$ cat src/rtl/shift_reg_pkg.sv
// Shared definitions for the shift-register chain (PISO, SIPO and later stages).
package shift_reg_pkg;

   // Serializer FSM encoding: IDLE = 0, SHIFT = 1.
   typedef enum logic {
      IDLE  = 1'b0,
      SHIFT = 1'b1
   } state_t;

   // Counter width able to hold 0..n inclusive: clog2(n)+1.
   function automatic int cnt_width(input int n);
      return $clog2(n) + 1;
   endfunction

endpackage

$ cat src/rtl/bit_tick_gen.sv
// Bit-period divider: counts 0..CLKS_PER_BIT-1 while enabled and strobes
// `tick` on the last count of each period.
module bit_tick_gen
   import shift_reg_pkg::*;
#(
   parameter int CLKS_PER_BIT = 1
)
(
   input  logic clk,
   input  logic rst_n,
   input  logic clr,
   input  logic en,
   output logic tick
);

   localparam int            DW   = cnt_width(CLKS_PER_BIT);
   localparam logic [DW-1:0] LAST = DW'(CLKS_PER_BIT - 1);

   logic [DW-1:0] div_reg;

   // Tick decodes only from registered state (en is a register decode upstream).
   assign tick = en && (div_reg == LAST);

   // Divider counter: cleared while held off, wraps to 0 on each tick.
   always_ff @(posedge clk or negedge rst_n) begin
      if (!rst_n) begin
         div_reg <= '0;
      end else if (clr || tick) begin
         div_reg <= '0;
      end else if (en) begin
         div_reg <= div_reg + DW'(1);
      end
   end

endmodule

$ cat src/rtl/piso_serializer.sv
// Parallel-in serial-out transmitter: valid/ready word input with a one-entry
// hold buffer, MSB-first serial output with a shift_en strobe per bit.
module piso_serializer
   import shift_reg_pkg::*;
#(
   parameter int WIDTH        = 8,
   parameter int CLKS_PER_BIT = 1
)
(
   input  logic             clk,
   input  logic             rst_n,
   input  logic             in_valid,
   input  logic [WIDTH-1:0] in_data,
   output logic             in_ready,
   output logic             serial_out,
   output logic             shift_en,
   output logic             word_done,
   output logic             busy
);

   localparam int            BW       = cnt_width(WIDTH);
   localparam logic [BW-1:0] LAST_BIT = BW'(WIDTH - 1);

   state_t           state_reg;
   state_t           state_next;
   logic [WIDTH-1:0] shreg_reg;
   logic [WIDTH-1:0] hold_data_reg;
   logic             hold_valid_reg;
   logic [BW-1:0]    bit_cnt_reg;
   logic             accept;
   logic             load;
   logic             in_shift;

   assign in_shift = (state_reg == SHIFT);

   // Accept is gated only by the hold buffer, never by an active word.
   assign accept = in_valid && !hold_valid_reg;

   // Bit pacing; the divider is held at zero whenever nothing is shifting.
   bit_tick_gen #(
      .CLKS_PER_BIT (CLKS_PER_BIT)
   ) u_tick (
      .clk   (clk),
      .rst_n (rst_n),
      .clr   (!in_shift),
      .en    (in_shift),
      .tick  (shift_en)
   );

   // FSM state register.
   always_ff @(posedge clk or negedge rst_n) begin
      if (!rst_n) begin
         state_reg <= IDLE;
      end else begin
         state_reg <= state_next;
      end
   end

   // Next state, buffer-to-shifter load decision and registered-output decodes.
   always_comb begin
      state_next = state_reg;
      load       = 1'b0;
      word_done  = shift_en && (bit_cnt_reg == LAST_BIT);
      in_ready   = !hold_valid_reg;
      serial_out = in_shift ? shreg_reg[WIDTH-1] : 1'b0;
      busy       = in_shift || hold_valid_reg;
      case (state_reg)
         IDLE: begin
            if (hold_valid_reg) begin
               load       = 1'b1;
               state_next = SHIFT;
            end
         end
         SHIFT: begin
            if (word_done) begin
               // Reload with no gap if a word is already waiting.
               if (hold_valid_reg) begin
                  load = 1'b1;
               end else begin
                  state_next = IDLE;
               end
            end
         end
         default: state_next = IDLE;
      endcase
   end

   // Hold buffer: filled on accept, drained on load (never both in one cycle).
   always_ff @(posedge clk or negedge rst_n) begin
      if (!rst_n) begin
         hold_data_reg  <= '0;
         hold_valid_reg <= 1'b0;
      end else if (accept) begin
         hold_data_reg  <= in_data;
         hold_valid_reg <= 1'b1;
      end else if (load) begin
         hold_valid_reg <= 1'b0;
      end
   end

   // Shift register and bit counter: load a fresh word or advance one bit per strobe.
   always_ff @(posedge clk or negedge rst_n) begin
      if (!rst_n) begin
         shreg_reg   <= '0;
         bit_cnt_reg <= '0;
      end else if (load) begin
         shreg_reg   <= hold_data_reg;
         bit_cnt_reg <= '0;
      end else if (shift_en) begin
         shreg_reg   <= {shreg_reg[WIDTH-2:0], 1'b0};
         bit_cnt_reg <= bit_cnt_reg + BW'(1);
      end
   end

endmodule

$ cat config.mk
export PLATFORM = sky130hd
export DESIGN_NAME = piso_serializer
export DESIGN_NICKNAME = d
export VERILOG_FILES = /design/src/rtl/shift_reg_pkg.sv /design/src/rtl/bit_tick_gen.sv /design/src/rtl/piso_serializer.sv
export SDC_FILE = /design/constraint.sdc
export NUM_CORES = 1
export LEC_CHECK = 0
export ABC_CLOCK_PERIOD_IN_PS = 2200
export BUFFER_PORTS_ARGS = -buffer_cell sky130_fd_sc_hd__buf_4
export CORE_MARGIN = 1.5
export CORE_UTILIZATION = 57
export DETAILED_ROUTE_END_ITERATION = 8
export HOLD_SLACK_MARGIN = 0.12
export PLACE_DENSITY_LB_ADDON = 0.12
export SETUP_SLACK_MARGIN = 0.2
export SLEW_MARGIN = 20
export SYNTH_ARGS = -nofsm -noshare
export SYNTH_HDL_FRONTEND = slang
export SYNTH_SLANG_ARGS = --single-unit
$ cat constraint.sdc
create_clock -name clk -period 2.2 [get_ports clk]
set_clock_uncertainty 0.05 [all_clocks]
set_input_delay 0.11 -clock clk [delete_from_list [all_inputs] [get_ports clk]]
set_output_delay 0.11 -clock clk [all_outputs]
set_load 0.05 [all_outputs]
==> implementation parameters, run 1 <==
Parameter                              Value

Placement
  DP Area ... 0.00112 mm2
  Count of buffers inserted at the top-level ports ... 15
  Total half-perimeter wirelength after legalization and detailed placement ... 1280 um
  Instance count after placement with tap cells included ... 124
  Global placer's final weighted congestion ... 0.835

STA
  Final setup vio count ... 0
  Worst-case hold slack ... 0.189 ns
  Final worst path period need ... 1.61 ns
  Fmax ... 0.622 GHz
  Unrepaired setup endpoints after global routing ... false
  Max-slew violation total from the final report ... 0
  Period utilisation layout ... 73.1%
  Final hold vios ... 0
  Final sum of negative setup slack ... 0 ns

Route
  Post-detailed-route DRC marker count ... 2
  Routed WL per cell ... 14.1 um
  Total iterations of the first detailed-routing run ... 6
  DRC marker count from the first detailed-route iteration ... 40
  Total routed wirelength ... 1950 um
  Via count ... 745
  Count of antenna-violating nets left after detailed routing ... 0
  Average via count per standard cell ... 5.40

Critical path
  Critical Path Sink Type ... output port
  WP data arrival ... 1.45 ns
  Kind of start point of the critical path ... flop
  CP max FO ... 3
  Worst setup path class ... reg2out
  Critical path required time ... 2.04 ns

Layout
  Final Instance Area ... 0.00125 mm2
  Commonest non-fill, non-tap cell in the layout ... dfrtp_1
  Filler-free cell count of the finished design ... 138
  Synthesis-to-finish area growth ... 26.4%
  Top library cells by usage in the layout, fill and taps aside ... dfrtp_1 (23), inv_1 (17), buf_4 (17)
  Fillers ... 112
  Core Util, Final ... 80.3%
  Ratio of cells with drive above 1 in the final layout ... 21.3%
  N_diodes ... 0
  Total number of nets in the final design ... 135

CTS
  Post-CTS setup buffer count ... 0
  CTS tree ... yes
  Source-to-sink clock delay at the later pin of the worst-skew pair ... 0.30 ns
  Post-cts repair resize count ... 0
  H-Tree Depth ... 1
  Clock Sink Count ... 23
  Clock root buffer master ... clkbuf_4
  Maximum clock insertion buffer count ... 2
  Clock slew seen by the registers of the worst setup and hold paths ... 0.12 ns
  Number of CTS-inserted buffers ... 3

Logic synthesis
  Post-Syn Area per Cell ... 10.5 um2
  Syn Nets ... 106
  Number of distinct library cells after synthesis ... 26
  Cell area after synthesis ... 990 um2
  Post-synthesis sequential area ratio ... 58.2%
  Synthesized instance count ... 94
  Flops & latches, synth ... 23
  Synth warnings ... 0

Pwr
  Static power due to leakage ... 0.594 nW
  VDD IR-drop max ... 747 uV
  Pwr dens ... between 900 and 1000 mW/mm2

Floorplan
  Die span in x ... 44.7 um
  Area inside the core boundary ... 0.00156 mm2
  Ports placed on the boundary ... 16
  Die Y ... approximately 45 um
  Total number of placement rows ... 14
  Area of the die ... between 0.0015 and 0.002 mm2
  Starting density of the core ... 63.5%

Run status
  Violations in the final reports ... DRC
  Run status ... complete, but fails checks

Global routing
  Initial antenna violation count ... 0
  Overall routing resource usage ... between 20 and 25%
  Global route overflow ... 0
  Wire length of the first global-routing pass ... 3140 um
  Via count of the first global-routing pass ... 716
  Maximum number of pins on one net before global-route repair ... 24

Hold path
  Min-Delay Path Class ... in2async

Job
  Count of max-cap constraint violations ... 0
-- where the power goes --
| group | switching, W | total (W) | internal (W) |
|---|---|---|---|
| Sequential | 0.0000724 | 0.000652 | 0.000580 |
| Clock | 0.000119 | 0.000186 | 0.0000676 |
| Combinational | 0.000228 | 0.000403 | 0.000174 |
-- cell families (layout without fill, tap and decap cells) --
logic type,Yosys count,after routing,share of synthesized area [%]
AO/OA/AOI/OAI,23,23,16.9
buffers and inverters,20,48,7.84
multiplexers,2,2,2.28
adder cells (fa/ha/maj),1,1,1.26
other,1,1,0.379
flip-flops,23,23,58.2
AND/OR/NAND/NOR,24,24,13.1
-- area by class of cell --
cell class	instances	area [um2]	area share (%)
Sequential cell	23	576	46.0
Clock buffer	3	22.5	1.80
Multi-Input combinational cell	51	337	26.9
Clock inverter	1	5.00	0.400
Inverter	17	63.8	5.10
Timing Repair Buffer	27	228	18.2
Tap cell	16	20.0	1.60
-- synth_stat cells --
| master | count | area [um2] |
|---|---|---|
| or4_1 | 1 | 7.51 |
| nor2b_1 | 2 | 12.5 |
| a222oi_1 | 6 | 60.1 |
| clkbuf_1 | 1 | 3.75 |
| conb_1 | 1 | 3.75 |
| dfrtp_1 | 23 | 576 |
| nor2_1 | 2 | 7.51 |
| nor2_2 | 1 | 6.26 |
| o21ai_0 | 7 | 35.0 |
| a21oi_2 | 1 | 8.76 |
| nand3_1 | 1 | 5.00 |
| nor3b_1 | 1 | 7.51 |
| a22o_1 | 2 | 17.5 |
| nand3b_1 | 1 | 7.51 |
| o21a_1 | 1 | 7.51 |
| a21oi_1 | 3 | 15.0 |
| a221oi_1 | 1 | 8.76 |
| and2_1 | 2 | 12.5 |
| o31ai_1 | 2 | 15.0 |
| buf_2 | 2 | 10.0 |
| ha_1 | 1 | 12.5 |
| nand4bb_1 | 1 | 11.3 |
| mux2_2 | 2 | 22.5 |
| nand2_1 | 11 | 41.3 |
| or4_4 | 1 | 11.3 |
| inv_1 | 17 | 63.8 |
-- critical path, stage by stage, from the launching register on --
cell and delay (ns):
dfrtp_1 0.40, ha_1 0.21, nand3b_1 0.11, nor3b_1 0.21
buf_4 0.23
-- metrics by stage --
step                      setup slack [ns]  total power, W
after global placement               0.763         0.00102
after CTS                            0.607         0.00125
after detailed placement             0.664         0.00105
after global routing                 0.520         0.00131
final                                0.591         0.00124
after floorplan                      0.253        0.000930
-- worst paths after layout --
path	from	end	slack (ns)	depth (start not counted)
setup reg to reg	bit_cnt_reg[0]	shreg_reg[2]	0.64	5
setup / recovery	bit_cnt_reg[0]	word_done	0.59	4
hold reg to reg	shreg_reg[0]	shreg_reg[0]	0.47	1
min in group clk	shreg_reg[0]	shreg_reg[0]	0.47	1
hold / removal	rst_n	u_tick.div_reg	0.19	2
max in group asynchronous	rst_n	shreg_reg[5]	1.69	2
-- metal layers --
metal  GRT usage, %  vias up  share of wire, %
met2           39.4       21                50
met1           27.5      344                44
li1               -      378                 -
met3           2.45        2               5.1
met5              0        -                 0
met4           7.88        0              0.97
-- what timing repair did --
| action | CTS | global route |
|---|---|---|
| endpoints found under the hold margin | 32 | 0 |
| hold buffers | 10 | 0 |
| endpoints found under the setup margin | 0 | 0 |
(Power assumes the default switching activity.)
==> run 2, diff against run 1 <==
- ABC_CLOCK_PERIOD_IN_PS: 2200 -> 1300
- CORE_UTILIZATION: 57 -> 48
- clock period: 2.2 -> 1.3 ns (I/O delays scaled with it)
==> implementation parameters, run 2 (synthesis results as in run 1) <==
Parameter                              Value

Run status
  Run status ... complete, but fails checks
  Violations in the final reports ... setup timing

CTS
  Clock slew seen by the registers of the worst setup and hold paths ... 0.13 ns (about the same)
  Clock root buffer master ... clkbuf_4
  CTS tree ... yes
  Number of CTS-inserted buffers ... 3 (unchanged)
  Source-to-sink clock delay at the later pin of the worst-skew pair ... 0.33 ns (+0.03 ns)
  Clock Sink Count ... 23 (unchanged)
  Maximum clock insertion buffer count ... 2 (unchanged)
  H-Tree Depth ... 1 (unchanged)

STA
  Max-slew violation total from the final report ... 0 (unchanged)
  Final setup vio count ... 25 (+25)
  Unrepaired setup endpoints after global routing ... true
  Final hold vios ... 0 (unchanged)
  Period utilisation layout ... 127%
  Final Worst Setup Slack ... -0.348 ns (-0.939 ns)
  Worst-case hold slack ... 0.420 ns (+0.230 ns)
  Final worst path period need ... 1.65 ns
  Fmax ... 0.607 GHz

Global routing
  Via count of the first global-routing pass ... 936 (+31%)
  Overall routing resource usage ... 23.4% (+1.3 points)
  Met1 routing resource usage after global routing ... 27.8% (+0.28 points)
  GR peak layer ... met2
  Maximum number of pins on one net before global-route repair ... 24 (unchanged)
  Wire length of the first global-routing pass ... 4140 um (+32%)
  Met3 Resource Use GR ... 2.78% (+0.33 points)
  Met2 track demand over resource ... 42.8% (+3.4 points)
  Initial antenna violation count ... 0 (unchanged)
  Global route overflow ... 0 (unchanged)

Route
  Routed WL per cell ... 15.0 um (+6.2%)
  Total routed wirelength ... 2610 um (+34%)
  Total iterations of the first detailed-routing run ... 5 (-1)
  Via count ... 919 (+23%)
  Post-detailed-route DRC marker count ... 0 (-2)
  DRC marker count from the first detailed-route iteration ... 51 (+28%)
  Count of antenna-violating nets left after detailed routing ... 0 (unchanged)
  Average via count per standard cell ... 5.28 (-2.2%)

Hold path
  Cell depth of the worst min-delay path ... 4
  Min-Delay Path Class ... in2reg
  Hold Startpoint ... in_data[3]
  End point of the worst hold path ... hold_data_reg[3]

Critical path
  Critical Path Sink Type ... output port
  Endpoint of the lowest-slack register-to-register path ... shreg_reg[4]
  WP data arrival ... 1.53 ns (+0.08 ns)
  Launching point of the worst reg2reg path ... bit_cnt_reg[0]
  Worst setup path class ... reg2out
  R2R setup slack ... -0.28 ns (-0.92 ns)
  Worst Reg2Reg Path Length in Cells ... 6 (+1)
  CP max FO ... 2 (-1)
  Critical path required time ... 1.19 ns (-0.85 ns)
  Kind of start point of the critical path ... flop
  Source of the critical timing path ... bit_cnt_reg[0]

Floorplan
  Area inside the core boundary ... 0.00194 mm2 (+25%)
  Area of the die ... 0.00234 mm2 (+17%)
  Total number of placement rows ... 16 (+2)
  Die span in x ... 48.4 um (+8.4%)
  Die Y ... 48.4 um (+8.4%)
  Ports placed on the boundary ... 16 (unchanged)
  Starting density of the core ... 51.0% (-13 points)

Layout
  Top library cells by usage in the layout, fill and taps aside ... buf_4 (26), dfrtp_1 (21), inv_1 (15)
  Storage element area ... 578 um2 (+0.43%)
  Commonest non-fill, non-tap cell in the layout ... buf_4
  Filler-free cell count of the finished design ... 174 (+26%)
  Fillers ... 105 (-6.3%)
  Total number of nets in the final design ... 160 (+19%)
  Core Util, Final ... 84.2% (+4.0 points)
  N_diodes ... 0 (unchanged)
  Ratio of cells with drive above 1 in the final layout ... 49.0% (+28 points)
  Total area of multi-input combinational cells ... 439 um2 (+30%)
  Synthesis-to-finish area growth ... 65.2%

Pwr
  Pwr dens ... 1560 mW/mm2 (+57%)
  VDD IR-drop max ... 1200 uV (+61%)
  Static power due to leakage ... 0.765 nW (+29%)

Placement
  Global placer's final weighted congestion ... 0.761 (-8.9%)
  Total half-perimeter wirelength after legalization and detailed placement ... 1390 um (+8.3%)
  Instance count after placement with tap cells included ... 145 (+17%)
  Count of buffers inserted at the top-level ports ... 15 (unchanged)

Job
  Count of max-cap constraint violations ... 0 (unchanged)
-- run 2: changes by cell type in the layout (fill, tap and decap cells not counted), sizes merged --
cell	previous run	this run
clkbuf	3	4
buf	17	39
o21a	1	2
dlygate4sd3	10	11
inv	17	15
clkinvlp	0	2
-- run 2: layer usage --
metal / vias up / wire (um)
li1: 431 / -
met1: 456 / 1160
met2: 27 / 1330
met3: 5 / 94
met4: 0 / 32
met5: - / 0
-- run 2: worst max path at each step --
stage,end,slack (ns),cells past startpoint
after floorplan,bit_cnt_reg[0],-0.19,4
after global placement,shreg_reg[3],-0.12,5
after detailed placement,shreg_reg[2],-0.20,5
after CTS,word_done,-0.31,5
after global routing,word_done,-0.40,5
final,word_done,-0.35,5
-- run 2: power breakdown --
| group | internal [W] | total [W] | switching (W) |
|---|---|---|---|
| clock network | 0.000116 | 0.000350 | 0.000234 |
| logic | 0.000576 | 0.00109 | 0.000519 |
| registers | 0.000982 | 0.00110 | 0.000123 |
| total | 0.00167 | 0.00255 | 0.000876 |
-- run 2: critical path, stage by stage, from the launching register on --
cell and delay [ns]:
dfrtp_1 0.38, ha_2 0.18, nand3b_1 0.11, buf_4 0.16, nor3b_2 0.19, buf_6 0.18
-- run 2: through the flow --
stage / power, W / TNS, ns / setup slack, ns / cell area (um2)
5_1_grt: 0.00272 / -4.95 / -0.397 / 1640
6_report: 0.00255 / -3.55 / -0.348 / 1640
2_1_floorplan: 0.00161 / -1.67 / -0.194 / 1040
3_3_place_gp: 0.00186 / -0.958 / -0.120 / 1260
3_5_place_dp: 0.00190 / -1.67 / -0.201 / 1260
4_1_cts: 0.00238 / -2.55 / -0.309 / 1500
-- run 2: cell type report --
type / instances / share of cell area (%)
clock inverters: 1 / 0.306
flip-flops and latches: 23 / 35.3
inverters: 17 / 4.36
clock buffers: 3 / 1.38
well taps: 27 / 2.07
multi-input cells: 52 / 26.9
repair buffers: 51 / 29.7
-- run 2: what timing repair did --
action / 4_1_cts / 5_1_grt
hold buffers: 11 / 0
pin swaps: 14 / 7
buffers inserted: 5 / 6
resized for setup: 27 / 14
gates cloned: 1 / 2
endpoints found under the setup margin: 26 / 27
hold endpoints to repair: 32 / 0
